$ cat src/rtl/pwm_output_stage.sv
`default_nettype none
// ============================================================================
//  Module      : pwm_output_stage
//  Description : Sixteen-output driver that follows the SPI register file.
//                Each output is forced low, held high or driven by one
//                shared 8-bit PWM waveform. A prescaler divides clk by
//                CLK_DIV to produce PWM ticks. One PWM period is 256 ticks.
//  Option      : PWM_SHADOW_EN. When defined, duty and enables are captured
//                into shadow registers once per period. This makes config
//                changes glitch-free at period boundaries.
//  Revision    : 1.0  initial release
// ============================================================================
module pwm_output_stage #(
  parameter int CLK_DIV = 3000,
  parameter int NUM_OUT = 16
) (
  input  logic        clk,
  input  logic        rst_n,
  input  logic [7:0]  en_reg_out_7_0,
  input  logic [7:0]  en_reg_out_15_8,
  input  logic [7:0]  en_reg_pwm_7_0,
  input  logic [7:0]  en_reg_pwm_15_8,
  input  logic [7:0]  pwm_duty_cycle,
  output logic [15:0] out,
  output logic        period_start
);

  // A divide-by-one prescaler still needs a 1-bit counter. That bit stays at 0.
  localparam int              DIV_W    = (CLK_DIV > 1) ? $clog2(CLK_DIV) : 1;
  localparam logic [DIV_W-1:0] DIV_LAST = DIV_W'(CLK_DIV - 1);

  logic [DIV_W-1:0] div_cnt;
  logic             tick;
  logic [7:0]       pwm_cnt;
  logic             pwm_sig;
  logic [15:0]      nxt;

  // Configuration actually used by the waveform and select logic.
  logic [7:0]       duty_use;
  logic [15:0]      en_out_use;
  logic [15:0]      en_pwm_use;

  assign tick = (div_cnt == DIV_LAST);

  // Prescaler: counts 0..CLK_DIV-1 and issues one tick per wrap.
  always_ff @(posedge clk or negedge rst_n) begin
    if (!rst_n) begin
      div_cnt <= '0;
    end else if (tick) begin
      div_cnt <= '0;
    end else begin
      div_cnt <= div_cnt + 1'b1;
    end
  end

  // PWM counter advances once per tick and wraps 255->0 on its own.
  always_ff @(posedge clk or negedge rst_n) begin
    if (!rst_n) begin
      pwm_cnt <= 8'h00;
    end else if (tick) begin
      pwm_cnt <= pwm_cnt + 8'h01;
    end
  end

  // period_start is high in the clk where pwm_cnt has just become 0.
  always_ff @(posedge clk or negedge rst_n) begin
    if (!rst_n) begin
      period_start <= 1'b0;
    end else begin
      period_start <= tick && (pwm_cnt == 8'hFF);
    end
  end

`ifdef PWM_SHADOW_EN
  logic [7:0]  duty_sh;
  logic [15:0] en_out_sh;
  logic [15:0] en_pwm_sh;

  // Shadows reload only at the period boundary, so every period sees one
  // consistent configuration. They reset to 0, which keeps the outputs low
  // until the first boundary after reset.
  always_ff @(posedge clk or negedge rst_n) begin
    if (!rst_n) begin
      duty_sh   <= 8'h00;
      en_out_sh <= 16'h0000;
      en_pwm_sh <= 16'h0000;
    end else if (period_start) begin
      duty_sh   <= pwm_duty_cycle;
      en_out_sh <= {en_reg_out_15_8, en_reg_out_7_0};
      en_pwm_sh <= {en_reg_pwm_15_8, en_reg_pwm_7_0};
    end
  end

  assign duty_use   = duty_sh;
  assign en_out_use = en_out_sh;
  assign en_pwm_use = en_pwm_sh;
`else
  // Configuration goes straight through. A mid-period duty change can
  // stretch or shorten the pulse of that period.
  assign duty_use   = pwm_duty_cycle;
  assign en_out_use = {en_reg_out_15_8, en_reg_out_7_0};
  assign en_pwm_use = {en_reg_pwm_15_8, en_reg_pwm_7_0};
`endif

  // A full-scale duty is forced high. Without this, the single tick where
  // pwm_cnt == 255 would give a one-tick low glitch.
  assign pwm_sig = (duty_use == 8'hFF) | (pwm_cnt < duty_use);

  // Per-output select: disabled -> 0, enabled static -> 1, enabled PWM -> pwm_sig.
  generate
    for (genvar i = 0; i < NUM_OUT; i++) begin : g_sel
      assign nxt[i] = en_out_use[i] ? (en_pwm_use[i] ? pwm_sig : 1'b1) : 1'b0;
    end
  endgenerate

  // Register the outputs so the pins are glitch-free and change one clk
  // after their cause.
  always_ff @(posedge clk or negedge rst_n) begin
    if (!rst_n) begin
      out <= 16'h0000;
    end else begin
      out <= nxt;
    end
  end

endmodule
`default_nettype wire

$ cat config.mk
export PLATFORM = sky130hd
export DESIGN_NAME = pwm_output_stage
export DESIGN_NICKNAME = d
export VERILOG_FILES = /design/src/rtl/pwm_output_stage.sv
export SDC_FILE = /design/constraint.sdc
export NUM_CORES = 1
export LEC_CHECK = 0
export CORE_MARGIN = 1
export CORE_UTILIZATION = 40
export CTS_BUF_LIST = sky130_fd_sc_hd__clkbuf_16
export DETAILED_ROUTE_END_ITERATION = 10
export PLACE_DENSITY = 0.72
export SYNTH_ARGS = -nofsm -noshare
export SYNTH_HDL_FRONTEND = slang
export SYNTH_SLANG_ARGS = --single-unit
$ cat constraint.sdc
create_clock -name clk -period 2.16 [get_ports clk]
set_input_delay 0.324 -clock clk [delete_from_list [all_inputs] [get_ports clk]]
set_output_delay 0.324 -clock clk [all_outputs]
set_load 0.1 [all_outputs]
==> qor.txt, run 1 <==
DIE
----------------------------------------------------------------------------------------------------
Die outline height                                                                           68.3 um
Effective utilization at floorplan                                                             0.427
DIE AREA                                                                                  4660 sq um
Area of the placeable core                                                                4120 sq um
# IOs                                                                                             59
Die extent in x                                                                              68.3 um
Std cell rows                                                                                     23

PLACED DESIGN
----------------------------------------------------------------------------------------------------
Quantity of I/O buffers inserted on ports                                                         58
Placed standard-cell area                                                                 2370 sq um
Pre-CTS worst setup slack                                                                 -0.0652 ns
Final weighted congestion in routability-driven placement                                      0.770
HPWL after DPL                                                                               2640 um

SETUP PATH
----------------------------------------------------------------------------------------------------
Reg-to-reg endpoint                                                                          out[11]
Setup CP Type                                                                              in -> reg
CP max FO                                                                                         16
Data required time at the worst endpoint                                                     2.31 ns
Kind of start point of the critical path                                                  input port
Kind of end point of the critical path                                                      register
Reg2Reg Setup Slack                                                                          0.35 ns
Reg2reg path depth                                                                                 6
Arrival @ worst endpoint                                                                     2.09 ns
Reg-to-reg critical path startpoint                                                       pwm_cnt[6]

POWER AND IR DROP
----------------------------------------------------------------------------------------------------
Leakage component of the power                                                               1.20 nW
Highest ir drop seen on vdd                                                                 0.415 mV
Ratio of total power to cell area                                                        704 nW/um^2

CLOCKING
----------------------------------------------------------------------------------------------------
Clock Root Buffer                                                                          clkbuf_16
Clock insertion delay at the later pin of the skew report                                    0.27 ns
TritonCTS clock tree                                                                            done
# H-tree levels                                                                                    2
TritonCTS buffer count                                                                             5
Maximum number of buffers from clock root to sink                                                  2
Count of hold-fix buffers inserted at cts                                                          0
Number of post-CTS setup repair buffers                                                            0
Number of clock sinks                                                                             37
Post-cts repair resize count                                                                       0
Clock-pin slew reported for the worst setup and hold paths after clock tree synthesis        0.05 ns

LOGIC SYNTHESIS
----------------------------------------------------------------------------------------------------
Adder-cell share of the synthesized area                                                      0.0641
Cell area after synthesis                                                                 1760 sq um
Post-synth cell types                                                                             36
Share of synthesized area spent on multiplexers                                               0.0121
Sequential element share of the synthesized area                                               0.527
Most common flop cell mapped by yosys                                                        dfrtp_1
Simple-gate portion of the synthesized area                                                    0.130
Fraction of the mapped netlist area in compound gates                                          0.164
Yosys reg bits                                                                                    37
Largest family of logic cells by synthesized area                                       compound AO/OA/AOI/OAI gates
Gate count after technology mapping                                                              141
Synth top area share                                                                           0.527
Cell accounting for the most synthesized area                                                dfrtp_1
Net count of the mapped netlist                                                                  192
Area contributors post-synth                                                            dfrtp_1 (53%), a21boi_2 (6.4%), ha_1 (6.4%)
Syn. warnings                                                                                      0
Share of flip-flops with an asynchronous set or reset after synthesis                           1.00
EDFF count, synth                                                                                  0
Xor/xnor share of the synthesized area                                                        0.0648
Mapped Avg Cell Area                                                                      12.5 sq um

STA
----------------------------------------------------------------------------------------------------
Relative slew margins                                                                          0.676
Hold Vio Cnt, Final                                                                                0
Portion of the clock cycle consumed by the worst path in the final layout                      0.898
Setup WS post-layout                                                                        0.220 ns
Clock Skews                                                                               0.00379 ns
Final max-slew violation count                                                                     0
Final setup violation count                                                                        0
Slew at the pin closest to its max-slew limit                                               0.483 ns
RSZ-0062 raised after global routing                                                           false
Maximum clock frequency                                                                      515 MHz
Crit path time final                                                                         1.94 ns

DETAILED ROUTING
----------------------------------------------------------------------------------------------------
First-pass DRT Iterations                                                                          5
Wire length per cell                                                                         13.8 um
Count of nets left with antenna violations after detail routing                                    0
DRC                                                                                                0
Count of vias placed by the detailed router                                                     1273
Iteration-0 DRC count of the detailed router                                                      30
Aggregate routed wire length                                                                 3560 um
Routed vias/inst                                                                                4.93

GLOBAL ROUTE
----------------------------------------------------------------------------------------------------
Number of antenna violations at the first check in global routing                                  0
Vias in the first global route                                                                  1317
Largest net degree at the start of global routing                                                 38
All-Layer GR Usage                                                                             0.176
Congestion Overflow GR                                                                             0
Global-route wire length before repair                                                       5740 um

FINISH
----------------------------------------------------------------------------------------------------
Antenna diode count                                                                                0
Area delta synth->final                                                                        43.9%
Share of final-layout standard cells stronger than drive strength 1                            0.216
Leading cell types in the layout, fill and taps excluded                                clkdlybuf4s50_1 (41), dfrtp_1 (37), buf_4 (20)
Final design area excluding fillers                                                       2530 sq um
Final Net Count                                                                                  258
Most common cell after layout, fill and taps aside                                      clkdlybuf4s50_1
Final standard cell utilization of the core                                                    0.614
Count of fill cells added during filler insertion                                                335

STATUS
----------------------------------------------------------------------------------------------------
Outcome                                                                                 finished clean

WORST HOLD PATH
----------------------------------------------------------------------------------------------------
Min-Delay Path Class                                                                     in -> async

RUN
----------------------------------------------------------------------------------------------------
Maximum capacitance violations                                                                     0

-- per-stage QoR --
stage | hold WS [ns] | std cells | power, mW | TNS, ns
final | 0.470 | 258 | 1.78 | 0
after global placement | 0.458 | 250 | 0.992 | 0
after global routing | 0.500 | 258 | 1.84 | 0
after floorplan | 0.0284 | 141 | 0.870 | 0
after CTS | 0.487 | 258 | 1.80 | 0
after detailed placement | 0.479 | 250 | 0.996 | -0.239
-- cell families (layout without fill, tap and decap cells) --
logic type	count (synthesis)	count (layout)
compound gates	30	30
xor+xnor	13	13
fa+ha+maj	9	9
buf+inv	12	79
flops	37	37
mux	2	2
simple gates	38	38
-- worst max path at each step --
stage,from,to,cells after the start
finish,pwm_duty_cycle[7],out[11],8
global placement,pwm_duty_cycle[7],out[11],8
CTS,pwm_duty_cycle[7],out[13],8
detailed placement,pwm_duty_cycle[7],out[13],8
global route,pwm_duty_cycle[7],out[13],8
floorplan,pwm_cnt[6],out[0],6
-- metal layers --
metal  track usage  part of all wire  up-vias
met5             0                 0        -
met4        0.0703             0.017        0
met3        0.0800             0.076        6
met2         0.288              0.47       48
met1         0.197              0.44      590
li1              -                 -      629
-- area by class of cell --
| class | count | area, sq um | share of cell area |
|---|---|---|---|
| inverter | 9 | 33.8 | 0.0134 |
| multi-input combinational | 92 | 763 | 0.302 |
| clock inverter | 3 | 37.5 | 0.0148 |
| tap | 50 | 62.6 | 0.0247 |
| clock buffer | 5 | 125 | 0.0495 |
| timing repair buffer | 62 | 581 | 0.230 |
| sequential | 37 | 926 | 0.366 |
-- power by group --
part           total (mW)  switching (mW)  internal (mW)
Combinational       0.269           0.164          0.104
Sequential          0.713         0.00432          0.709
Clock               0.799           0.263          0.536
-- cell usage after synthesis, types with 2 or more instances --
| master | instances |
|---|---|
| a21o_1 | 3 |
| nand3_1 | 5 |
| nor2b_1 | 3 |
| nand4_1 | 6 |
| and3_1 | 4 |
| nor3_1 | 2 |
| a21boi_2 | 10 |
| nand2_1 | 4 |
| inv_1 | 9 |
| o21ai_0 | 2 |
| xnor2_1 | 10 |
| a21boi_0 | 6 |
| ha_1 | 9 |
| nor2_1 | 7 |
| a31oi_1 | 2 |
| xor2_1 | 3 |
| dfrtp_1 | 37 |
-- registers in the layout, summed over array words and instances (netlist names) --
name          flops
pwm_cnt           8
div_cnt          12
out              16
period_start      1
-- worst max-delay path, stage by stage --
cell	delay, ns
clkdlybuf4s50_1	0.48
inv_1	0.05
ha_1	0.31
and4_2	0.23
o21ai_2	0.06
o32ai_2	0.33
buf_12	0.20
a21boi_0	0.11
Note: power is estimated with default switching activity, not from simulation.
==> inputs of run 2 (changes only) <==
- ABC_AREA: default -> 1
- CORE_MARGIN: 1 -> 2
- CORE_UTILIZATION: 40 -> 29
- PLACE_DENSITY: 0.72 -> default
==> run 2 against run 1 <==
Effect of this change: maximum frequency up 14%; final area up 3.2%; highest routed layer unchanged; clock skew up 0.0016 ns; utilization down 20 points; clock power down 14%; sequential power about the same; critical path depth up 2; first-iteration DRC count up 87%; die area up 52%; global-route usage down 6.3 points; synthesized area up 6.1%; total power down 7.1%.
==> qor.txt, run 2 <==
STATUS
----------------------------------------------------------------------------------------------------
Outcome                                                                                 finished clean

FINISH
----------------------------------------------------------------------------------------------------
Number of flip-flops in the largest register                                                      16   unchanged
Multi-input gate area in the final layout                                                  741 sq um   -3.0%
Registers with the most flip-flops                                                      out (16), div_cnt (12), pwm_cnt (8)
Count of fill cells added during filler insertion                                                642   +92%
Most common cell after layout, fill and taps aside                                           nand2_1
Combined flip-flop and latch cell area                                                     926 sq um   unchanged
Leading cell types in the layout, fill and taps excluded                                nand2_1 (57), inv_1 (46), clkdlybuf4s50_1 (40), dfrtp_1 (37), nand3_1 (20)
Final design area excluding fillers                                                       2610 sq um   +3.2%
Final Net Count                                                                                  333   +29%
Share of final-layout standard cells stronger than drive strength 1                            0.138   -0.0785
Area delta synth->final                                                                        40.0%
Final cell count without fillers                                                                 360   +40%
Antenna diode count                                                                                0   unchanged
Largest register by flop count                                                                   out

DETAILED ROUTING
----------------------------------------------------------------------------------------------------
Routed vias/inst                                                                                4.19   -15%
Wire length per cell                                                                         10.0 um   -27%
Count of vias placed by the detailed router                                                     1509   +19%
First-pass DRT Iterations                                                                          4   -1
Aggregate routed wire length                                                                 3600 um   +1.2%
DRC                                                                                                0   unchanged
Iteration-0 DRC count of the detailed router                                                      56   +87%
Count of nets left with antenna violations after detail routing                                    0   unchanged

POWER AND IR DROP
----------------------------------------------------------------------------------------------------
Proportion of power drawn by flip-flops and latches                                            0.431   +0.031
Leakage component of the power                                                               1.38 nW   +15%
Switching power total                                                                       0.434 mW   +0.42%
Cell-internal power                                                                          1.22 mW   -9.5%
Combinational cell fraction of total power                                                     0.156   +0.005
Switching part of the total power                                                              0.262   +0.0196
Ratio of total power to cell area                                                        634 nW/um^2   -9.9%
Highest ir drop seen on vdd                                                                 0.273 mV   -34%
Portion of total power attributed to the clock network                                         0.413   -0.036

PLACED DESIGN
----------------------------------------------------------------------------------------------------
Quantity of I/O buffers inserted on ports                                                         58   unchanged
HPWL after DPL                                                                               2830 um   +7.1%
Placed standard-cell area                                                                 2470 sq um   +4.3%
Final weighted congestion in routability-driven placement                                      0.721   -6.4%
Total instance count after detailed placement                                                    352   +41%

SETUP PATH
----------------------------------------------------------------------------------------------------
Reg-to-reg critical path startpoint                                                       div_cnt[0]
Worst Setup EP                                                                                out[5]
Reg2Reg Setup Slack                                                                          0.50 ns   +0.15 ns
Arrival @ worst endpoint                                                                     1.92 ns   -0.17 ns
Kind of start point of the critical path                                                  input port
Kind of end point of the critical path                                                      register
Start point of the critical path                                                        pwm_duty_cycle[5]
Reg2reg path depth                                                                                 7   +1
CP max FO                                                                                         16   unchanged
Data required time at the worst endpoint                                                     2.38 ns   +0.07 ns
Reg-to-reg endpoint                                                                       pwm_cnt[4]
Setup CP Type                                                                              in -> reg

LOGIC SYNTHESIS
----------------------------------------------------------------------------------------------------
Sequential element share of the synthesized area                                               0.497   -0.0301
Area contributors post-synth                                                            dfrtp_1 (50%), nand2_1 (11%), inv_1 (8.9%)
Most common flop cell mapped by yosys                                                        dfrtp_1
Post-synth cell types                                                                             23   -36%
Most numerous cell types in the synthesized netlist                                     nand2_1 (57), inv_1 (44), dfrtp_1 (37)
Yosys reg bits                                                                                    37   unchanged
Syn. warnings                                                                                      0   unchanged
Gate count after technology mapping                                                              220   +56%
Synth top area share                                                                           0.497   -0.0301
Mapped Avg Cell Area                                                                      8.47 sq um   -32%
Cell area after synthesis                                                                 1860 sq um   +6.1%
Cell accounting for the most synthesized area                                                dfrtp_1
Share of flip-flops with an asynchronous set or reset after synthesis                           1.00   unchanged
Cell with the most instances after synthesis                                                 nand2_1
EDFF count, synth                                                                                  0   unchanged
Net count of the mapped netlist                                                                  271   +41%

DIE
----------------------------------------------------------------------------------------------------
Die extent in x                                                                              84.2 um   +23%
Area of the placeable core                                                                6280 sq um   +53%
Die outline height                                                                           84.2 um   +23%
Effective utilization at floorplan                                                             0.297   -0.130
DIE AREA                                                                                  7080 sq um   +52%
# IOs                                                                                             59   unchanged
Std cell rows                                                                                     29   +26%

CLOCKING
----------------------------------------------------------------------------------------------------
TritonCTS buffer count                                                                             5   unchanged
# H-tree levels                                                                                    2   unchanged
Number of clock sinks                                                                             37   unchanged
Number of post-CTS setup repair buffers                                                            0   unchanged
Clock-pin slew reported for the worst setup and hold paths after clock tree synthesis        0.05 ns   about the same
Clock insertion delay at the later pin of the skew report                                    0.28 ns   about the same
Post-cts repair resize count                                                                       0   unchanged
Count of hold-fix buffers inserted at cts                                                          0   unchanged
Maximum number of buffers from clock root to sink                                                  2   unchanged
TritonCTS clock tree                                                                            done
Clock Root Buffer                                                                          clkbuf_16

GLOBAL ROUTE
----------------------------------------------------------------------------------------------------
Global-route wire length before repair                                                       6220 um   +8.4%
Largest net degree at the start of global routing                                                 38   unchanged
Number of antenna violations at the first check in global routing                                  0   unchanged
Congestion Overflow GR                                                                             0   unchanged
Vias in the first global route                                                                  1496   +14%
All-Layer GR Usage                                                                             0.112   -0.0631

STA
----------------------------------------------------------------------------------------------------
Crit path time final                                                                         1.70 ns   -0.239 ns
Relative slew margins                                                                          0.463   -0.212
Maximum clock frequency                                                                      588 MHz   +14%
Hold Vio Cnt, Final                                                                                0   unchanged
RSZ-0062 raised after global routing                                                           false
Slew at the pin closest to its max-slew limit                                               0.805 ns   +0.322 ns
Setup total negative slack                                                                      0 ns   unchanged
Portion of the clock cycle consumed by the worst path in the final layout                      0.788   -0.110
Final max-slew violation count                                                                     0   unchanged
Clock Skews                                                                               0.00544 ns   +0.00164 ns
Final setup violation count                                                                        0   unchanged

WORST HOLD PATH
----------------------------------------------------------------------------------------------------
Min-Delay Path Class                                                                     in -> async

RUN
----------------------------------------------------------------------------------------------------
Maximum capacitance violations                                                                     0   unchanged

[run 2: final cells by class]
type	count	share of cell area
Clock inverter	3	0.00576
Timing Repair Buffer	58	0.204
Multi-Input combinational cell	134	0.284
Inverter	46	0.0662
Sequential cell	37	0.355
Clock buffer	5	0.0480
Tap cell	77	0.0369
[run 2: layer usage]
metal  share of wire  GRT usage  vias up
li1                -          -      793
met1            0.43      0.123      655
met2            0.45      0.180       55
met3            0.10     0.0560        6
met4           0.022     0.0572        0
met5               0          0        -
[run 2: kinds of logic (layout without fill, tap and decap cells)]
| group | after synthesis | in the layout | share of synthesized area |
|---|---|---|---|
| XOR/XNOR | 10 | 10 | 0.0470 |
| AO/OA/AOI/OAI | 9 | 9 | 0.0242 |
| adder cells (fa/ha/maj) | 9 | 9 | 0.0604 |
| buffers and inverters | 49 | 112 | 0.105 |
| flip-flops | 37 | 37 | 0.497 |
| AND/OR/NAND/NOR | 106 | 106 | 0.266 |
[run 2: power by group through the flow]
stage                     combinational (mW)  clock, mW  sequential (mW)
after global routing                   0.274      0.742            0.714
final                                  0.258      0.684            0.713
after CTS                              0.262      0.705            0.713
after detailed placement               0.261          0            0.725
after floorplan                       0.0244          0            0.841
after global placement                 0.261          0            0.725
[run 2: how the worst min path moves through the flow]
stage	from	cells past startpoint	endpoint	slack [ns]
after CTS	rst_n	1	out[14]	0.18
final	rst_n	1	pwm_cnt[5]	0.13
after global placement	rst_n	1	pwm_cnt[5]	0.47
after detailed placement	rst_n	1	pwm_cnt[5]	0.47
after floorplan	rst_n	0	div_cnt[0]	0.03
after global routing	rst_n	1	out[14]	0.22
[run 2: worst max-delay path: stages]
cell	delay [ns]
clkdlybuf4s50_1	0.46
inv_1	0.06
ha_1	0.30
a21oi_1	0.15
nor2_1	0.06
nor3_2	0.12
nand2_2	0.21
nand3_1	0.12
nand2_1	0.07
inv_1	0.05
[run 2: through the flow]
stage	setup slack [ns]	utilization	hold WS, ns	power [mW]
3_5_place_dp	0.172	0.393	0.475	0.987
3_3_place_gp	0.188	0.393	0.469	0.986
4_1_cts	0.457	0.416	0.181	1.68
5_1_grt	0.292	0.416	0.216	1.73
2_1_floorplan	0.709	-	0.0284	0.866
6_report	0.459	0.416	0.133	1.65
